$ cat src/rtl/alu_seq.sv
// -----------------------------------------------------------------------------
// alu_seq : execute-stage ALU with a start/busy/done handshake.
//
// Logic, arithmetic and compare ops finish in one edge. Shifts move one bit
// per edge in an internal accumulator.
//
// Handshake: a request is taken on a rising edge where start=1 and the FSM
// is IDLE. busy stays high while shift iterations remain after the accept
// edge. done is a one-cycle pulse that marks result/zero/illegal as freshly
// valid. start is ignored while busy.
//
// Ports:
//   clk      - clock, rising edge
//   rst      - asynchronous active-high reset
//   start    - request (accepted only when busy=0)
//   alu_ctrl - op code, sampled on accept
//   a, b     - operands; b[SHAMT_W-1:0] is the shift amount
//   busy     - shift iterations in progress
//   done     - one-cycle completion pulse
//   result   - registered result, held until the next completion
//   zero     - result == 0, updated with result
//   illegal  - last completed op had an unsupported code
// -----------------------------------------------------------------------------
module alu_seq #(
  parameter int WIDTH   = 32,
  parameter int SHAMT_W = $clog2(WIDTH)
) (
  input  logic             clk,
  input  logic             rst,
  input  logic             start,
  input  logic [3:0]       alu_ctrl,
  input  logic [WIDTH-1:0] a,
  input  logic [WIDTH-1:0] b,
  output logic             busy,
  output logic             done,
  output logic [WIDTH-1:0] result,
  output logic             zero,
  output logic             illegal
);

  localparam logic [3:0] OP_AND  = 4'b0000;
  localparam logic [3:0] OP_OR   = 4'b0001;
  localparam logic [3:0] OP_ADD  = 4'b0010;
  localparam logic [3:0] OP_SLL  = 4'b0011;
  localparam logic [3:0] OP_SRL  = 4'b0100;
  localparam logic [3:0] OP_SRA  = 4'b0101;
  localparam logic [3:0] OP_SUB  = 4'b0110;
  localparam logic [3:0] OP_SLT  = 4'b0111;
  localparam logic [3:0] OP_XOR  = 4'b1000;
  localparam logic [3:0] OP_SLTU = 4'b1001;

  typedef enum logic {IDLE, SHIFT} state_t;

  state_t             state;
  logic [WIDTH-1:0]   acc;
  logic [SHAMT_W-1:0] cnt;
  logic [3:0]         sh_op;

  logic [SHAMT_W-1:0] shamt;
  logic               is_shift;
  logic [WIDTH-1:0]   comb_res;
  logic               comb_illegal;
  logic [WIDTH-1:0]   first_step;
  logic [WIDTH-1:0]   next_step;

  // One 1-bit shift step; anything that is not SLL/SRL is treated as SRA,
  // which is safe because only shift codes ever reach this function's result.
  function automatic logic [WIDTH-1:0] shift_step(input logic [3:0] op,
                                                  input logic [WIDTH-1:0] v);
    logic [WIDTH-1:0] r;
    case (op)
      OP_SLL:  r = {v[WIDTH-2:0], 1'b0};
      OP_SRL:  r = {1'b0, v[WIDTH-1:1]};
      default: r = {v[WIDTH-1], v[WIDTH-1:1]};
    endcase
    return r;
  endfunction

  always_comb begin
    shamt        = b[SHAMT_W-1:0];
    is_shift     = (alu_ctrl == OP_SLL) || (alu_ctrl == OP_SRL) || (alu_ctrl == OP_SRA);
    first_step   = shift_step(alu_ctrl, a);
    next_step    = shift_step(sh_op, acc);
    comb_res     = '0;
    comb_illegal = 1'b0;
    case (alu_ctrl)
      OP_AND:  comb_res = a & b;
      OP_OR:   comb_res = a | b;
      OP_ADD:  comb_res = a + b;
      OP_SUB:  comb_res = a - b;
      OP_XOR:  comb_res = a ^ b;
      OP_SLT:  comb_res = {{(WIDTH-1){1'b0}}, ($signed(a) < $signed(b))};
      OP_SLTU: comb_res = {{(WIDTH-1){1'b0}}, (a < b)};
      // Shift by zero completes immediately with the operand unchanged.
      OP_SLL, OP_SRL, OP_SRA: comb_res = a;
      default: comb_illegal = 1'b1;
    endcase
  end

  always_ff @(posedge clk or posedge rst) begin
    if (rst) begin
      state   <= IDLE;
      acc     <= '0;
      cnt     <= '0;
      sh_op   <= OP_AND;
      busy    <= 1'b0;
      done    <= 1'b0;
      result  <= '0;
      zero    <= 1'b1;
      illegal <= 1'b0;
    end else begin
      done <= 1'b0;
      case (state)
        IDLE: begin
          if (start) begin
            if (is_shift && (shamt != '0)) begin
              // The accept edge already performs the first of the s steps.
              if (shamt == SHAMT_W'(1)) begin
                result  <= first_step;
                zero    <= (first_step == '0);
                illegal <= 1'b0;
                done    <= 1'b1;
              end else begin
                acc   <= first_step;
                cnt   <= shamt - SHAMT_W'(1);
                sh_op <= alu_ctrl;
                busy  <= 1'b1;
                state <= SHIFT;
              end
            end else begin
              result  <= comb_res;
              zero    <= (comb_res == '0);
              illegal <= comb_illegal;
              done    <= 1'b1;
            end
          end
        end
        SHIFT: begin
          // cnt counts the steps still owed; the step with cnt==1 is the last.
          if (cnt == SHAMT_W'(1)) begin
            result  <= next_step;
            zero    <= (next_step == '0);
            illegal <= 1'b0;
            done    <= 1'b1;
            busy    <= 1'b0;
            state   <= IDLE;
          end else begin
            acc <= next_step;
            cnt <= cnt - SHAMT_W'(1);
          end
        end
        default: state <= IDLE;
      endcase
    end
  end

endmodule

$ cat config.mk
export PLATFORM = sky130hd
export DESIGN_NAME = alu_seq
export DESIGN_NICKNAME = d
export VERILOG_FILES = /design/src/rtl/alu_seq.sv
export SDC_FILE = /design/constraint.sdc
export NUM_CORES = 1
export LEC_CHECK = 0
export CORE_MARGIN = 1
export CORE_UTILIZATION = 54
export DETAILED_ROUTE_END_ITERATION = 8
export PLACE_DENSITY = 0.79
export SYNTH_ARGS = -nofsm -noshare
export SYNTH_HDL_FRONTEND = slang
export SYNTH_SLANG_ARGS = --single-unit
$ cat constraint.sdc
create_clock -name clk -period 3.12 [get_ports clk]
set_input_delay 0.936 -clock clk [delete_from_list [all_inputs] [get_ports clk]]
set_output_delay 0.936 -clock clk [all_outputs]
set_load 0.005 [all_outputs]
==> impl_metrics.yaml, run 1 <==
cts:
  cts_inserted_buffers: 9
  clockRootBuffer: "clkbuf_16"
  cts_buffer_depth: 2
  cts_hold_buf: 0
  cts_num_sinks: 78
  cts_max_level: 3
floorplanning:
  fp.dieH_um: 144.2
  num_rows: 51
  die_x_um: 144.2
  initial_core_util: 0.5558
  ios: 107
timing:
  crit_endpoint: "zero$_DFFE_PP1P_/D"
  worstEpCategory: "register input"
synthesis:
  synth_edf_count: 0
  ys_async_sr_fraction: 1.000
  ys_ff_latch: 78
  synth_top_area_frac: 0.1764
  yosys_warnings: 0
  synth_nets: 1715
  synth_top_area_cell: "dfrtp_1"
  netlist_instances: 1530
  avgSynthCellArea_um2: 7.140
  synthDistinctLibCells: 96
  yosys-top-cells-area: "dfrtp_1, ha_1, a21oi_1"
  netlist_area_um2: 10920
  synth_flop_cell: "dfrtp_1"
  seq_area_frac_synth: 0.1788
placed_design:
  gp_congestion: 1.103
  hpwl_um: 38530
  numPortBuffers: 106
outcome:
  stop_stage: "5_1_grt"
  status: "did not finish"
  error: "[ERROR DPL-0038] Utilization greater than 100%, impossible to legalize"
global_routing:
  grt_start_max_net_pins: 54
## logic make-up after synthesis
group           Yosys count  share of synthesized area
flops                    78                     0.1788
simple gates            538                     0.2300
compound gates          514                     0.3138
mux                      64                    0.05933
xor+xnor                  7                   0.005612
fa+ha+maj               114                     0.1319
buf+inv                 215                    0.08052
## synthesized netlist by cell type (all sizes together) (15+ instances only)
master  instances
o31ai          20
a221oi         15
nand2b         15
mux2i          58
inv           114
nor4           17
dfrtp          77
ha            112
buf            51
nand4          25
o21ai          78
a211oi         20
nor2          170
o211ai         24
clkbuf         50
a31oi          16
nor2b          16
a21oi         192
nand3          30
a21o           15
nand2         187
o22ai          17
o21a           19
nor3           34
## what timing repair did
item                                    4_1_cts
pin swaps                                   154
endpoints found under the setup margin       76
resized for setup                           489
buffers inserted                             66
## through the flow
step,setup TNS (ps),setup slack (ps),hold WS [ps],instances,instance area (um2)
4_1_cts,-8346,-736.0,486.1,2361,18060
3_5_place_dp,-68180,-1685,472.2,2295,16040
3_3_place_gp,-63360,-1627,467.0,2295,16040
2_1_floorplan,-3471,-473.2,463.7,1530,11250
==> run 2, diff against run 1 <==
Settings changed: CORE_UTILIZATION 54 to 40, PLACE_DENSITY 0.79 to not set, PLACE_DENSITY_LB_ADDON set to 0.15.
Clock period 3.12 ns to 4.05 ns, I/O delays scaled along.
==> run 2 against run 1 <==
Compared with the run above: the flow now finishes, with violations (setup timing); area after synthesis did not move; synthesized cell count did not move.
==> impl_metrics.yaml, run 2 <==
outcome:
  status: "finished with violations"
  violations: "setup timing"
layout:
  layout-drive-gt1-share: 0.4231
  final_cell_mix: "buf_4, nand2_1, a21oi_1, nor2_1, dfrtp_1"
  fin_area_um2: 18060
  final_util: 0.6721
  finalNetCount: 2306
  mostFrequentLayoutCell: "buf_4"
  syn_to_final_growth_pct: 65.34
  reg_top3: "acc (32), result (32), cnt (5)"
  antenna-diode-count: 0
synthesis:
  seq_area_frac_synth: 0.1788
  netlist_instances: 1530
  ys_async_sr_fraction: 1.000
  synth_top_family_by_area: "compound AO/OA/AOI/OAI gates"
  yosys.area_share.simple: 0.2300
  yosys_warnings: 0
  ys_ff_latch: 78
  synthDistinctLibCells: 96
  synth_compound_area_frac: 0.3138
  netlist_area_um2: 10920
  yosysMostFrequentCell: "a21oi_1"
  synth_fa_ha_area_frac: 0.1319
  avgSynthCellArea_um2: 7.140
  synth_top_area_cell: "dfrtp_1"
  synth_common_cells: "a21oi_1, nand2_1, nor2_1"
  synth_edf_count: 0
  synth_mux_area_frac: 0.05933
  yosys-top-cells-area: "dfrtp_1, ha_1, a21oi_1"
  synth_nets: 1715
  synth_flop_cell: "dfrtp_1"
  synth_top_area_frac: 0.1764
  synth_xor_xnor_area_share: 0.005612
timing:
  slew_headroom: 0.4769
  max_freq_mhz: 238.8
  finalCritPeriodShare: 1.034
  clock_skew_ps: 9.268
  maxSlewViolCount: 0
  rsz0062_at_grt: "true"
  setup_viol: 3
  worst_pin_slew_ps: 784.6
  finalCriticalPeriod_ps: 4187
  hold_violations: 0
  layout_setup_ws_ps: -137.1
cts:
  cts_num_sinks: 78
  clockRootBuffer: "clkbuf_16"
  cts_buffer_depth: 2
  cts_max_level: 3
  path_clk_slew_ps: 60
  clk_latency_ps: 340
  cts_hold_buf: 0
  cts_inserted_buffers: 9
  cts_tree: "done"
job:
  maxCapViolCount: 0
floorplanning:
  fp.dieArea_um2: 27980
  fp.dieH_um: 167.3
  ios: 107
  core-area_um2: 26880
  die_x_um: 167.3
  num_rows: 60
  initial_core_util: 0.4065
critical_path:
  critical_path_class: "primary input to flop"
  r2r_start: "sh_op[2]"
  rrSetupSlack_ps: 1020
  crit_path_end_kind: "flop"
  required_ps: 4280
  critPathLaunchType: "primary input"
  cp.arrival_ps: 4410
  crit_fanout: 6
  worstReg2RegEnd: "zero"
  worst_r2r_path_depth: 12
routing:
  num_vias: 13940
  final_antenna_net_count: 0
  routed_wl_um: 49020
  drt-wirelength-per-cell_um: 19.88
  drt_iter0_drc: 1138
  drc_errors: 0
  dr.pass1.iters: 5
  routed_via_density: 5.655
pwr:
  peakVddDrop_uv: 347.2
  finalPower_mw: 6.311
  p_leak_nw: 8.234
  p_per_area_nw_per_um2: 349.4
global_routing:
  grt-ovfl-total: 0
  first_global_vias: 13560
  grt_start_max_net_pins: 79
  grtUsageTotal: 0.3437
  grt_pass1_wl_um: 75240
  antenna_found_initial: 1
placed_design:
  hpwl_um: 38490
  postPlaceCellArea_um2: 15770
  numPortBuffers: 106
  gp_congestion: 1.035
hold_path:
  min_from: "busy"
  hold_path_end: "busy"
  worst_hold_path_type: "flop to flop"
  min_path_cells: 1
-- run 2: kinds of logic after synthesis --
family / count (synthesis)
AOI/OAI and AO/OA: 514
xor gates and xnor gates: 7
adders and majority gates: 114
buffers and inverters: 215
DFF: 78
muxes: 64
and+or+nand+nor: 538
-- run 2: how the worst max path moves through the flow --
| stage | startpoint | to | slack [ps] | cells after the start |
|---|---|---|---|---|
| floorplan | a[0] | zero | -1 | 15 |
| global placement | a[8] | zero | -1110 | 18 |
| detailed placement | a[0] | zero | -1170 | 16 |
| CTS | b[17] | zero | -180 | 16 |
| global route | b[5] | zero | -250 | 18 |
| finish | a[13] | zero | -140 | 15 |
-- run 2: area by class of cell --
class,instances,area (um2)
multi-input combinational,1237,9392
fill,2325,8813
timing repair buffer,681,5524
sequential,78,1954
inverter,114,452.9
tap,341,426.7
clock buffer,9,225.2
clock inverter,6,87.58
-- run 2: worst max-delay path, cell delays in order --
cell           delay, ps
dlygate4sd2_1        250
buf_4                160
ha_1                 220
a21oi_2              190
o211ai_1             190
o21a_2               310
o31a_1               280
o41a_1               440
o211a_1              220
mux2_2               270
o22ai_2              110
buf_4                140
and4b_1              210
a21oi_2              160
a211oi_2              50
-- run 2: repair_timing --
item | CTS | global route
endpoints found under the setup margin | 27 | 19
pin swaps | 90 | 88
resized for setup | 337 | 133
setup buffers | 65 | 21
-- run 2: metrics by stage --
step | hold WS (ps) | TNS (ps) | worst slack, ps | std cells
global route | 492.3 | -808.5 | -254.5 | 2466
finish | 474.0 | -215.3 | -137.1 | 2466
floorplan | 463.7 | -1.005 | -1.005 | 1530
CTS | 479.2 | -215.3 | -175.7 | 2447
global placement | 468.3 | -22730 | -1110 | 2368
detailed placement | 466.3 | -25080 | -1173 | 2368
-- run 2: report_power, final --
group          switching (mW)  internal (mW)
Clock                   0.327          0.536
Sequential              0.266           1.16
Combinational            2.12           1.90
Total                    2.72           3.60
-- run 2: routing by layer --
layer / track usage / up-vias / wire, um
li1: - / 6691 / -
met1: 0.4554 / 6706 / 21480
met2: 0.5674 / 450 / 22640
met3: 0.03994 / 97 / 2661
met4: 0.1404 / 0 / 2234
met5: 0 / - / 0
Note: power is estimated with default switching activity, not from simulation.
==> run 3, diff against run 2 <==
Settings changed: SETUP_SLACK_MARGIN set to 0.05.
==> run 3 against run 2 <==
Compared with the run above: the flow still finishes with violations (setup timing); sequential cell count unchanged; register-to-register slack worse by 230 ps; worst hold slack better by 5.7 ps; core utilization down 0.54 points; via count up 0.23%; routed wire length down 0.55%; count of clock-buffer cells in the layout up 1; die area unchanged; sequential power about the same; final cell count down 0.85%; combinational power about the same; first-iteration DRC count up 2.3%; critical path type unchanged; largest cell class unchanged.
==> impl_metrics.yaml, run 3 (same netlist as run 2, synthesis figures left out) <==
layout:
  n_fill_cell: 2397
  antenna-diode-count: 0
  reg_top3: "acc (32), result (32), cnt (5)"
  mostFrequentLayoutCell: "buf_4"
  layout-drive-gt1-share: 0.4135
  syn_to_final_growth_pct: 64.02
  final_cell_mix: "buf_4, nand2_1, a21oi_1, nor2_1, dfrtp_1"
  fin_area_um2: 17920
  finalNetCount: 2284
routing:
  dr.pass1.iters: 5
  drc_errors: 0
  final_antenna_net_count: 0
  drt_iter0_drc: 1164
  routed_wl_um: 48750
  drt-wirelength-per-cell_um: 19.94
  num_vias: 13980
  routed_via_density: 5.716
timing:
  worst_pin_slew_ps: 789.1
  finalCritPeriodShare: 1.031
  layout_setup_ws_ps: -125.5
  maxSlewViolCount: 0
  slew_headroom: 0.4733
  hold_violations: 0
  setup_viol: 2
  finalCriticalPeriod_ps: 4176
  clock_skew_ps: 8.487
  max_freq_mhz: 239.5
  rsz0062_at_grt: "true"
hold_path:
  worst_hold_path_type: "flop to flop"
  hold_path_end: "busy"
  min_from: "busy"
  min_path_cells: 1
floorplanning:
  ios: 107
  fp.dieArea_um2: 27980
  core-area_um2: 26880
  fp.dieH_um: 167.3
  initial_core_util: 0.4065
  num_rows: 60
  die_x_um: 167.3
cts:
  cts_num_sinks: 78
  cts_max_level: 3
  cts_inserted_buffers: 9
  clockRootBuffer: "clkbuf_16"
  clk_latency_ps: 350
  path_clk_slew_ps: 60
  cts_tree: "done"
  cts_buffer_depth: 2
pwr:
  peakVddDrop_uv: 303.9
  p_leak_nw: 8.134
  pwr-share-comb: 0.632
  clkPwrFrac: 0.142
  internal-power_mw: 3.605
  p_per_area_nw_per_um2: 354.6
  p_switching_mw: 2.749
  seq_power_share: 0.226
  swShare: 0.4326
critical_path:
  rrSetupSlack_ps: 790
  worst_r2r_path_depth: 11
  required_ps: 4320
  worstReg2RegEnd: "zero"
  critical_path_class: "primary input to flop"
  r2r_start: "sh_op[2]"
  critPathLaunchType: "primary input"
  crit_fanout: 5
  crit_path_end_kind: "flop"
  cp.arrival_ps: 4450
outcome:
  violations: "setup timing"
  status: "finished with violations"
job:
  maxCapViolCount: 0
global_routing:
  grt-ovfl-total: 0
  grt_pass1_wl_um: 75970
  grt_start_max_net_pins: 78
  grtUsageTotal: 0.3456
  first_global_vias: 13730
  antenna_found_initial: 0
placed_design:
  dp_slack_ps: -1093
  numPortBuffers: 106
  gp_congestion: 0.9877
  postPlaceCellArea_um2: 15780
  hpwl_um: 38580
## run 3: cell count changes in the layout (fill, tap and decap cells not counted), moves of 4 or more
| cell | before | now |
|---|---|---|
| buf_4 | 541 | 510 |
| ha_2 | 6 | 12 |
| buf_8 | 4 | 9 |
| dlygate4sd2_1 | 13 | 17 |
## run 3: how the worst max path moves through the flow
stage | slack (ps) | cells past startpoint | end | from
floorplan | 50 | 15 | zero | a[0]
global placement | -1120 | 16 | zero | a[6]
detailed placement | -1090 | 16 | zero | a[6]
CTS | -100 | 17 | zero | b[0]
global route | -240 | 16 | zero | a[9]
finish | -130 | 17 | result[23] | a[1]
## run 3: metrics by stage
| stage | utilization | hold slack (ps) | power (mW) | setup TNS (ps) | cells |
|---|---|---|---|---|---|
| 2_1_floorplan | - | 463.7 | 3.359 | 0 | 1530 |
| 5_1_grt | 0.6667 | 509.0 | 6.783 | -1097 | 2445 |
| 3_3_place_gp | 0.5872 | 467.3 | 4.969 | -21840 | 2368 |
| 3_5_place_dp | 0.5872 | 472.7 | 5.022 | -24270 | 2368 |
| 4_1_cts | 0.6498 | 486.1 | 6.209 | -100.2 | 2432 |
| 6_report | 0.6667 | 479.8 | 6.354 | -208.4 | 2445 |
## run 3: critical path: stages
cell	delay, ps
buf_4	130
buf_6	130
ha_4	150
nor2b_4	140
o311ai_4	290
a311oi_2	130
buf_4	160
o31ai_4	340
a31oi_4	180
buf_6	150
buf_6	100
or4_1	500
o311ai_1	90
nand2_1	200
mux2i_1	260
o21ai_1	90
a21oi_1	170
## run 3: power groups by stage
stage	logic, mW	clock network (mW)	registers [mW]
4_1_cts	3.87	0.905	1.43
3_5_place_dp	3.58	0	1.44
6_report	4.02	0.902	1.44
5_1_grt	4.36	0.941	1.48
2_1_floorplan	1.98	0	1.38
3_3_place_gp	3.54	0	1.43
## run 3: timing repair
| item | CTS | global route |
|---|---|---|
| pin swaps | 103 | 54 |
| setup buffers | 47 | 15 |
| gates cloned | 2 | 0 |
| hold buffers | 0 | 0 |
| resized for setup | 341 | 119 |
| endpoints found under the setup margin | 27 | 42 |
## run 3: final cells by class
class / count / area [um2] / share of cell area
Multi-Input combinational cell: 1237 / 9334 / 0.5209
Clock buffer: 10 / 239.0 / 0.01334
Tap cell: 341 / 426.7 / 0.02381
Timing Repair Buffer: 659 / 5421 / 0.3026
Clock inverter: 6 / 91.34 / 0.005097
Sequential cell: 78 / 1954 / 0.1091
Inverter: 114 / 451.7 / 0.02521
## run 3: layer usage
metal	part of all wire	track usage	vias up
met3	0.058	0.03616	113
met1	0.43	0.4524	6690
met4	0.045	0.1428	0
met5	0	0	-
li1	-	-	6653
met2	0.47	0.5798	520
